## src/rtl/fp_product_accumulator.sv

```systemverilog
// Multi-cycle FP32 accumulator fed by a product stream; one shared adder walks each
// operand through ALIGN/ADD/NORM/PACK and delivers the group total when the last operand lands.
module fp_product_accumulator #(
  parameter logic [31:0] ACC_INIT  = 32'h0000_0000,
  parameter int unsigned SHIFT_MAX = 25
) (
  input  logic        clk,
  input  logic        rst,
  input  logic        in_valid,
  output logic        in_ready,
  input  logic [31:0] in_data,
  input  logic        in_last,
  output logic        out_valid,
  input  logic        out_ready,
  output logic [31:0] out_sum,
  output logic        out_overflow,
  output logic        busy
);

  localparam logic [7:0] ShiftMax = 8'(SHIFT_MAX);

  typedef enum logic [2:0] {StIdle, StAlign, StAdd, StNorm, StPack, StOut} state_e;

  state_e      state_q, state_d;
  logic [31:0] acc_q, acc_d;
  logic        ovf_q, ovf_d;
  logic [31:0] op_q;
  logic        last_q;

  // Operands after alignment: A has the larger exponent, B is shifted to match.
  logic        sign_a_q, sign_b_q;
  logic [7:0]  exp_a_q;
  logic [23:0] man_a_q, man_b_q;
  logic        byp_q, byp_ovf_q;
  logic [31:0] byp_val_q;

  logic        sign_r_q;
  logic [24:0] sum_q;

  logic [31:0] res_q;
  logic        res_ovf_q;

  // ALIGN datapath
  logic [7:0]  acc_exp, op_exp, big_exp, small_exp, exp_diff;
  logic [23:0] acc_man, op_man, big_man, small_man, small_aligned;
  logic        big_sign, small_sign, swap;
  logic        byp_d, byp_ovf_d;
  logic [31:0] byp_val_d;

  always_comb begin
    acc_exp       = acc_q[30:23];
    op_exp        = op_q[30:23];
    acc_man       = (acc_exp == 8'd0) ? 24'd0 : {1'b1, acc_q[22:0]};
    op_man        = (op_exp == 8'd0) ? 24'd0 : {1'b1, op_q[22:0]};
    swap          = op_exp > acc_exp;
    big_exp       = swap ? op_exp : acc_exp;
    small_exp     = swap ? acc_exp : op_exp;
    big_man       = swap ? op_man : acc_man;
    small_man     = swap ? acc_man : op_man;
    big_sign      = swap ? op_q[31] : acc_q[31];
    small_sign    = swap ? acc_q[31] : op_q[31];
    exp_diff      = big_exp - small_exp;
    small_aligned = (exp_diff >= ShiftMax) ? 24'd0 : (small_man >> exp_diff);

    // An infinite accumulator absorbs the rest of the group; an infinite input saturates it.
    byp_d     = 1'b0;
    byp_val_d = acc_q;
    byp_ovf_d = 1'b0;
    if (acc_exp == 8'hff) begin
      byp_d = 1'b1;
    end else if (op_exp == 8'hff) begin
      byp_d     = 1'b1;
      byp_val_d = {op_q[31], 8'hff, 23'd0};
      byp_ovf_d = 1'b1;
    end
  end

  // ADD datapath
  logic [24:0] sum_d;
  logic        sign_r_d;

  always_comb begin
    if (sign_a_q == sign_b_q) begin
      sum_d    = {1'b0, man_a_q} + {1'b0, man_b_q};
      sign_r_d = sign_a_q;
    end else if (man_a_q >= man_b_q) begin
      sum_d    = {1'b0, man_a_q} - {1'b0, man_b_q};
      sign_r_d = sign_a_q;
    end else begin
      sum_d    = {1'b0, man_b_q} - {1'b0, man_a_q};
      sign_r_d = sign_b_q;
    end
  end

  // NORM datapath
  logic [4:0]        lzc;
  logic              found;
  logic signed [9:0] exp_n;
  logic [22:0]       frac_n;
  logic [31:0]       res_d;
  logic              res_ovf_d;

  always_comb begin
    lzc   = 5'd0;
    found = 1'b0;
    for (int i = 23; i >= 0; i--) begin
      if (!found && sum_q[i]) begin
        found = 1'b1;
        lzc   = 5'(23 - i);
      end
    end
  end

  always_comb begin
    if (sum_q[24]) begin
      frac_n = sum_q[23:1];
      exp_n  = $signed({2'b00, exp_a_q}) + 10'sd1;
    end else begin
      // Leading one is shifted out of the 23-bit field, leaving the fraction.
      frac_n = sum_q[22:0] << lzc;
      exp_n  = $signed({2'b00, exp_a_q}) - $signed({5'd0, lzc});
    end

    res_ovf_d = 1'b0;
    if (byp_q) begin
      res_d     = byp_val_q;
      res_ovf_d = byp_ovf_q;
    end else if (sum_q == 25'd0 || exp_n < 10'sd1) begin
      res_d = 32'd0;
    end else if (exp_n >= 10'sd255) begin
      res_d     = {sign_r_q, 8'hff, 23'd0};
      res_ovf_d = 1'b1;
    end else begin
      res_d = {sign_r_q, exp_n[7:0], frac_n};
    end
  end

  // Control
  always_comb begin
    state_d = state_q;
    acc_d   = acc_q;
    ovf_d   = ovf_q;
    unique case (state_q)
      StIdle:  if (in_valid) state_d = StAlign;
      StAlign: state_d = StAdd;
      StAdd:   state_d = StNorm;
      StNorm:  state_d = StPack;
      StPack: begin
        acc_d   = res_q;
        ovf_d   = ovf_q | res_ovf_q;
        state_d = last_q ? StOut : StIdle;
      end
      StOut: begin
        if (out_ready) begin
          acc_d   = ACC_INIT;
          ovf_d   = 1'b0;
          state_d = StIdle;
        end
      end
      default: state_d = StIdle;
    endcase
  end

  always_ff @(posedge clk) begin
    if (rst) begin
      state_q   <= StIdle;
      acc_q     <= ACC_INIT;
      ovf_q     <= 1'b0;
      op_q      <= 32'd0;
      last_q    <= 1'b0;
      sign_a_q  <= 1'b0;
      sign_b_q  <= 1'b0;
      exp_a_q   <= 8'd0;
      man_a_q   <= 24'd0;
      man_b_q   <= 24'd0;
      byp_q     <= 1'b0;
      byp_ovf_q <= 1'b0;
      byp_val_q <= 32'd0;
      sign_r_q  <= 1'b0;
      sum_q     <= 25'd0;
      res_q     <= 32'd0;
      res_ovf_q <= 1'b0;
    end else begin
      state_q <= state_d;
      acc_q   <= acc_d;
      ovf_q   <= ovf_d;
      if (state_q == StIdle && in_valid) begin
        op_q   <= in_data;
        last_q <= in_last;
      end
      if (state_q == StAlign) begin
        sign_a_q  <= big_sign;
        sign_b_q  <= small_sign;
        exp_a_q   <= big_exp;
        man_a_q   <= big_man;
        man_b_q   <= small_aligned;
        byp_q     <= byp_d;
        byp_ovf_q <= byp_ovf_d;
        byp_val_q <= byp_val_d;
      end
      if (state_q == StAdd) begin
        sum_q    <= sum_d;
        sign_r_q <= sign_r_d;
      end
      if (state_q == StNorm) begin
        res_q     <= res_d;
        res_ovf_q <= res_ovf_d;
      end
    end
  end

  assign in_ready     = (state_q == StIdle);
  assign out_valid    = (state_q == StOut);
  assign out_sum      = out_valid ? acc_q : 32'd0;
  assign out_overflow = out_valid & ovf_q;
  assign busy         = (state_q != StIdle);

endmodule

```

## config.mk

```make
export PLATFORM = sky130hd
export DESIGN_NAME = fp_product_accumulator
export DESIGN_NICKNAME = d
export VERILOG_FILES = /design/src/rtl/fp_product_accumulator.sv
export SDC_FILE = /design/constraint.sdc
export NUM_CORES = 1
export LEC_CHECK = 0
export BUFFER_PORTS_ARGS = -buffer_cell sky130_fd_sc_hd__buf_4
export CORE_AREA = 5 5 218 177
export CTS_CLUSTER_SIZE = 12
export DETAILED_ROUTE_END_ITERATION = 6
export DIE_AREA = 0 0 223 182
export HOLD_SLACK_MARGIN = 0.12
export PLACE_DENSITY = 0.64
export SETUP_SLACK_MARGIN = 0.3
export SLEW_MARGIN = 30
export SYNTH_ARGS = -nofsm -noshare
export SYNTH_HDL_FRONTEND = slang
export SYNTH_SLANG_ARGS = --single-unit
```

## constraint.sdc

```tcl
create_clock -name clk -period 15.1 [get_ports clk]
set_input_delay 3.775 -clock clk [delete_from_list [all_inputs] [get_ports clk]]
set_output_delay 3.775 -clock clk [all_outputs]
set_load 0.1 [all_outputs]
```

==> results of run 1 <==
==> where the power goes <==
part / switching, mW / leakage [nW] / internal, mW / total [mW]
Combinational: 1.53 / 4.78 / 0.794 / 2.33
Sequential: 0.0878 / 1.78 / 0.640 / 0.727
Clock: 0.260 / 0.385 / 0.343 / 0.603
Total: 1.88 / 6.95 / 1.78 / 3.66
==> worst max-delay path, cell delays in order, from the launching register on <==
cell and delay [ns]:
dfxtp_1 0.37, nor4_1 0.61, nand4_1 0.24, o21ai_1 0.18
buf_4 0.26, clkinv_1 0.51, ha_1 0.55, nor2b_1 0.15
o21a_1 0.20, o21a_1 0.15, nor4b_1 0.07, nor3_1 0.50
o41a_1 0.41, and2_1 0.64, nand2_1 0.32, a2111oi_0 0.42
o31ai_1 0.17, a211oi_1 0.21
==> cells by family (layout without fill, tap and decap cells) <==
| logic type | count (synthesis) | count (layout) | share of synthesized area, % |
|---|---|---|---|
| compound gates | 669 | 669 | 28.4 |
| xor+xnor | 34 | 34 | 1.99 |
| fa+ha+maj | 93 | 93 | 7.43 |
| buf+inv | 255 | 249 | 6.28 |
| flops | 220 | 220 | 27.4 |
| mux | 114 | 114 | 7.29 |
| simple gates | 726 | 726 | 21.2 |
==> state kept, by name, summed over array words and instances, names as in the netlist, 3 cells and up <==
signal     cells
exp_a_q        8
byp_val_q     32
man_b_q       24
sum_q         25
state_q        3
man_a_q       24
acc_q         32
res_q         32
op_q          32
==> through the flow <==
step	area (sq um)	total power [mW]
after floorplan	16100	2.37
after global placement	16900	2.98
after detailed placement	16900	2.99
after CTS	17700	3.59
after global routing	17700	3.86
final	17700	3.66
==> metal layers <==
metal / routed length (um) / track usage, % / up-vias / share of wire, %
li1: - / - / 7670 / -
met1: 27800 / 42.2 / 7815 / 46
met2: 24700 / 40.4 / 785 / 41
met3: 5960 / 6.85 / 98 / 9.9
met4: 1420 / 5.81 / 0 / 2.4
met5: 0 / 0 / - / 0
==> cells in the final DEF (no fill, tap or decap), types with 13 or more instances in the layout <==
cell type and n:
nor3_1 62, o31ai_1 15, o21bai_1 20, and3_1 48
a31oi_1 28, o21a_1 15, a21o_1 18, a22oi_1 54
nor2b_1 17, xnor2_1 24, o21ai_0 94, nand2_1 256
nor2_1 178, inv_1 98, nand4_1 17, a221oi_1 41
a211oi_1 78, ha_1 89, a311oi_1 14, nand3_1 47
clkbuf_16 25, mux2i_1 102, a21oi_1 168, and2_1 13
o211ai_1 13, dfxtp_1 220, nand2b_1 19, nor4_1 14
buf_4 105
==> final cells by class <==
cell class / instances / share of cell area [%]
well taps: 487 / 3.44
clock buffers: 32 / 3.96
inverters: 102 / 2.16
flip-flops and latches: 220 / 24.9
clock inverters: 9 / 0.466
repair buffers: 106 / 4.51
multi-input cells: 1636 / 60.6
==> worst paths after layout <==
path,start,endpoint,cells past startpoint
min reg2reg,byp_val_q[7],byp_val_q[7],2
max,sum_q[12],res_q[19],17
max reg2reg,sum_q[12],res_q[19],17
min,byp_val_q[7],byp_val_q[7],2
==> results.md, run 1 <==
* Resized Gates After CTS at 0
* Fillcell total at between 3,000 and 4,000
* Place WS at between 9 and 10 ns
* Row count at 63
* Setup ws final at between 9 and 10 ns
* Die area at roughly 0.04 sq mm
* Critical Path Source Type: register
* MaxCap Viol Count at 0
* Global-route wire length before repair at just over 90,000 um
* Ys async rst share at 0%
* Setup CP Type: reg2reg
* Synth warn at 0
* Vias in the first global route at approximately 15,000
* Max VDD drop at ~0.00016 V
* Syn Nets at 2,241
* CP required at between 15 and 20 ns
* Cell taking the most area after synthesis: dfxtp_1
* Final core utilization at about half
* Synthesized instance count at between 2,000 and 2,500
* Clock root buffer: clkbuf_16
* Post-Layout Cell Count at roughly 2,600
* Placed Cells at approximately 2,600
* Post-DP HPWL at about 45,000 um
* CTS Sinks at 220
* Hold Path Class: reg2reg
* Die span in y at 182 um
* Clk Latency, worst-skew pair at roughly 0.56 ns
* Register area at ~0.0044 sq mm
* Flops & latches, synth at 220
* Multi-input gate area at ~0.011 sq mm
* P per Cell Area at slightly above 200 mW/mm^2
* Final period util at roughly two fifths
* WL/cell at 23.1 um
* Layout cells sized above 1 at 9.74%
* Worst EP arrival at 6.52 ns
* Nets at approximately 2,200
* GP Congestion at ~1
* Worst Max-Slew Pin Slew at about 1.0 ns
* Synth Cell Area at approximately 0.016 sq mm
* Drt total wl at 59,900 um
* Mean post-synth cell area at 7.61 sq um
* Synthesis-to-layout area growth at 10.3%
* Largest cells by area after synthesis: dfxtp_1, ha_1, mux2i_1
* Register-to-register setup slack at between 9 and 10 ns
* Drt drc at 0
* Maximum operating frequency at about 160 MHz
* Unrepaired setup endpoints after global routing: false
* CTS clk-pin slew, worst paths at about 0.060 ns
* Final hold viol count at 0
* Sequential share of the synthesized area at between 20% and 30%
* Avg Vias per Cell at around 6.3
* Core Region at 0.0364 sq mm
* IO buf count at just over 70
* Critical Path End Type: register
* Slew headroom at 30.2%
* Pin count of the biggest net entering global routing at 84
* TNS Setup at 0 ns
* Synth cell count leaders: nand2_1, dfxtp_1, nor2_1, a21oi_1, clkbuf_1
* Most used DFF post-synth: dfxtp_1
* Num CTS Buffers at 25
* DIE WIDTH at 223 um
* H-tree levels at 1
* Static leakage at just under 7 nW
* Hold_ws at between 0.4 and 0.5 ns
* Clock Skew at between 0.02 and 0.025 ns
* CTS tree: done
* DRT Pass-1 Iters at 6
* 1st-iter DRT viols at 2,083
* Hold Buf Count CTS at 0
* Max Transition Viols Final at 0
* Global route overflow at 0
* Final Setup Violations at 0
* CP Max Fanout at 17
* Setup bufs post-CTS at 0
* IO Pins at between 70 and 80
* Via count at 16,400
* Deepest clock path buffer count at 3
* Post-synth top area share at 27.4%
* Most numerous cell in the Yosys netlist: nand2_1
* Antenna-violating nets left at 0
* Status: completed
* Post-layout min period at slightly above 6 ns
* Global Route Usage Sum at 28.0%
* EDFF count, synth at 0
* N_diodes at 0
* Starting Density at 44.1%
* Netlist cell types at just over 90
* Initial antenna violation count at 0
No activity file was read; power rests on OpenSTA's default activity.
==> inputs of run 2 (changes only) <==
--- a/config.mk
+++ b/config.mk
@@ -11,7 +11,7 @@
 export DETAILED_ROUTE_END_ITERATION = 6
 export DIE_AREA = 0 0 223 182
 export HOLD_SLACK_MARGIN = 0.12
-export PLACE_DENSITY = 0.64
+export PLACE_DENSITY = 0.66
 export SETUP_SLACK_MARGIN = 0.3
 export SLEW_MARGIN = 30
 export SYNTH_ARGS = -nofsm -noshare
==> constraint.sdc (replaced) <==
create_clock -name clk -period 5.4 [get_ports clk]
set_input_delay 1.35 -clock clk [delete_from_list [all_inputs] [get_ports clk]]
set_output_delay 1.35 -clock clk [all_outputs]
set_load 0.1 [all_outputs]
==> run 2 against run 1 <==
  * Global-route usage up 0.55 points
  * First-iteration DRC count down 1.1%
  * Utilization up 0.46 points
  * Setup slack worse by 8.5 ns
  * Cell area up 0.94%
  * Register-to-register slack worse by 8.5 ns
  * Routed wire length up 2.0%
  * Flip-flop and latch count unchanged
==> results.md, run 2 (synthesized netlist as in run 1, its figures left out) <==
* IO buf count at 72 (unchanged)
* 1st-iter DRT viols at 2,060 (was 2,083)
* Drt drc at 0 (unchanged)
* IO Pins at 73 (unchanged)
* Final hold viol count at 0 (unchanged)
* Worst EP arrival at 5.36 ns (was 6.52 ns)
* Critical Path Source Type: register (unchanged)
* Via count at 16,600 (was 16,400)
* Fillcell total at 3,650 (was 3,648)
* Register-to-register setup slack at 0.49 ns (was 9.04 ns)
* Nets at 2,244 (was 2,221)
* Worst Max-Slew Pin Slew at 0.992 ns (was 1.05 ns)
* Static leakage at 7.08 nW (was 6.95 nW)
* Unrepaired setup endpoints after global routing: true (was false)
* Avg Vias per Cell at 6.36 (was 6.31)
* DRT Pass-1 Iters at 6 (unchanged)
* Commonest non-fill, non-tap cell in the layout: nand2_1 (unchanged)
* Post-layout min period at 4.91 ns (was 6.06 ns)
* Clock root buffer: clkbuf_16 (unchanged)
* Post-DP HPWL at 46,600 um (was 44,800 um)
* Final core utilization at 49.1% (was 48.7%)
* Antenna-violating nets left at 0 (unchanged)
* Core Region at 0.0364 sq mm (unchanged)
* N_diodes at 0 (unchanged)
* Clock Skew at 0.0227 ns (was 0.0211 ns)
* CTS tree: done (unchanged)
* Busiest layer in global routing: met1 (unchanged)
* Max Transition Viols Final at 0 (unchanged)
* Critical Path End Type: register (unchanged)
* Final Setup Violations at 0 (unchanged)
* DIE WIDTH at 223 um (unchanged)
* MaxCap Viol Count at 0 (unchanged)
* Die area at 0.0406 sq mm (unchanged)
* CP Max Fanout at 6 (was 17)
* Final period util at 91.0% (was 40.2%)
* Global-route wire length before repair at 92,900 um (was 91,300 um)
* CTS Sinks at 220 (unchanged)
* CP required at 5.85 ns (was 15.55 ns)
* Starting Density at 44.1% (unchanged)
* Pin count of the biggest net entering global routing at 95 (was 84)
* Met2 Usage GRT at 40.9% (was 40.4%)
* GP Congestion at 0.980 (was 0.983)
* GR Util met3 at 6.74% (was 6.85%)
* Most frequent cells in the layout: nand2_1, dfxtp_1, nor2_1, a21oi_1, buf_4 (unchanged)
* Layout cells sized above 1 at 10.7% (was 9.74%)
* CTS clk-pin slew, worst paths at 0.06 ns (about the same)
* Deepest clock path buffer count at 3 (unchanged)
* Status: completed (unchanged)
* Place WS at -0.113 ns (was 9.07 ns)
* Met1 Usage GRT at 43.2% (was 42.2%)
* Die span in y at 182 um (unchanged)
* Drt total wl at 61,200 um (was 59,900 um)
* Num CTS Buffers at 25 (unchanged)
* P per Cell Area at 583 mW/mm^2 (was 206 mW/mm^2)
* Maximum operating frequency at 204 MHz (was 165 MHz)
* Setup CP Type: reg2reg (unchanged)
* Initial antenna violation count at 0 (unchanged)
* Synthesis-to-layout area growth at 11.4% (was 10.3%)
* H-tree levels at 1 (unchanged)
* Global route overflow at 0 (unchanged)
* Hold Path Class: reg2reg (unchanged)
* Hold Buf Count CTS at 0 (unchanged)
* Slew headroom at 33.7% (was 30.2%)
* Row count at 63 (unchanged)
* Clk Latency, worst-skew pair at 0.55 ns (was 0.56 ns)
* Setup ws final at 0.488 ns (was 9.04 ns)
* Final Power at 10.4 mW (was 3.66 mW)
* Global Route Usage Sum at 28.5% (was 28.0%)
* Max VDD drop at 0.000346 V (was 0.000159 V)
* WL/cell at 23.4 um (was 23.1 um)
* Vias in the first global route at 15,200 (was 15,000)
==> run 2: changes by cell type in the layout (fill, tap and decap cells not counted), sizes merged <==
| cell | before | now |
|---|---|---|
| clkbuf | 32 | 35 |
| buf | 106 | 129 |
| inv | 100 | 101 |
| clkinv | 8 | 9 |
| clkinvlp | 2 | 0 |
==> run 2: stage by stage <==
stage	hold slack, ns	cells	TNS [ns]	area, sq um
after floorplan	0.428	2111	0	16100
after global placement	0.440	2572	0	17100
after detailed placement	0.446	2572	-0.113	17100
after CTS	0.453	2616	0	17800
after global routing	0.486	2618	0	17900
final	0.451	2618	0	17900
==> run 2: timing repair <==
action	in CTS	in global routing
setup endpoints to repair	4	7
resized for setup	2	3
setup buffers	0	1
pin swaps	0	2
==> run 2: layer usage <==
metal,wire (um),up-vias
li1,-,7729
met3,6970,118
met1,27700,7895
met5,0,-
met2,24900,907
met4,1510,0
==> run 2: worst paths after layout <==
path,from,cells past startpoint,end
worst max-delay path,sum_q[4],19,res_q[19]
worst min register to register,byp_val_q[13],2,byp_val_q[13]
worst min-delay path,byp_val_q[13],2,byp_val_q[13]
worst max register to register,sum_q[4],19,res_q[19]
==> run 2: critical path: stages (launching register included) <==
cell       delay [ns]
dfxtp_1          0.38
nor4_1           0.50
nand4_1          0.18
or2_1            0.26
or3_1            0.35
and3_1           0.23
inv_1            0.10
ha_1             0.17
fa_1             0.20
nor2b_1          0.06
o21a_1           0.22
o21a_1           0.20
nor4b_1          0.40
nor4b_1          0.12
a41oi_1          0.33
and2_4           0.21
nand2_1          0.13
a2111oi_1        0.44
o31ai_1          0.13
a211oi_1         0.21
==> run 2: final cells by class <==
class | instances | area [sq um] | area share, %
clock buffers | 35 | 683 | 3.82
clock inverters | 9 | 81.3 | 0.455
inverters | 102 | 383 | 2.14
multi-input cells | 1636 | 10700 | 60.1
flip-flops and latches | 220 | 4400 | 24.6
well taps | 487 | 609 | 3.41
repair buffers | 129 | 985 | 5.50
==> run 2: power by group <==
part           total, mW  internal, mW  leakage (nW)  switching [mW]
logic               6.74          2.36          4.91            4.39
clock network       1.65         0.932         0.379           0.721
registers           2.03          1.79          1.78           0.239
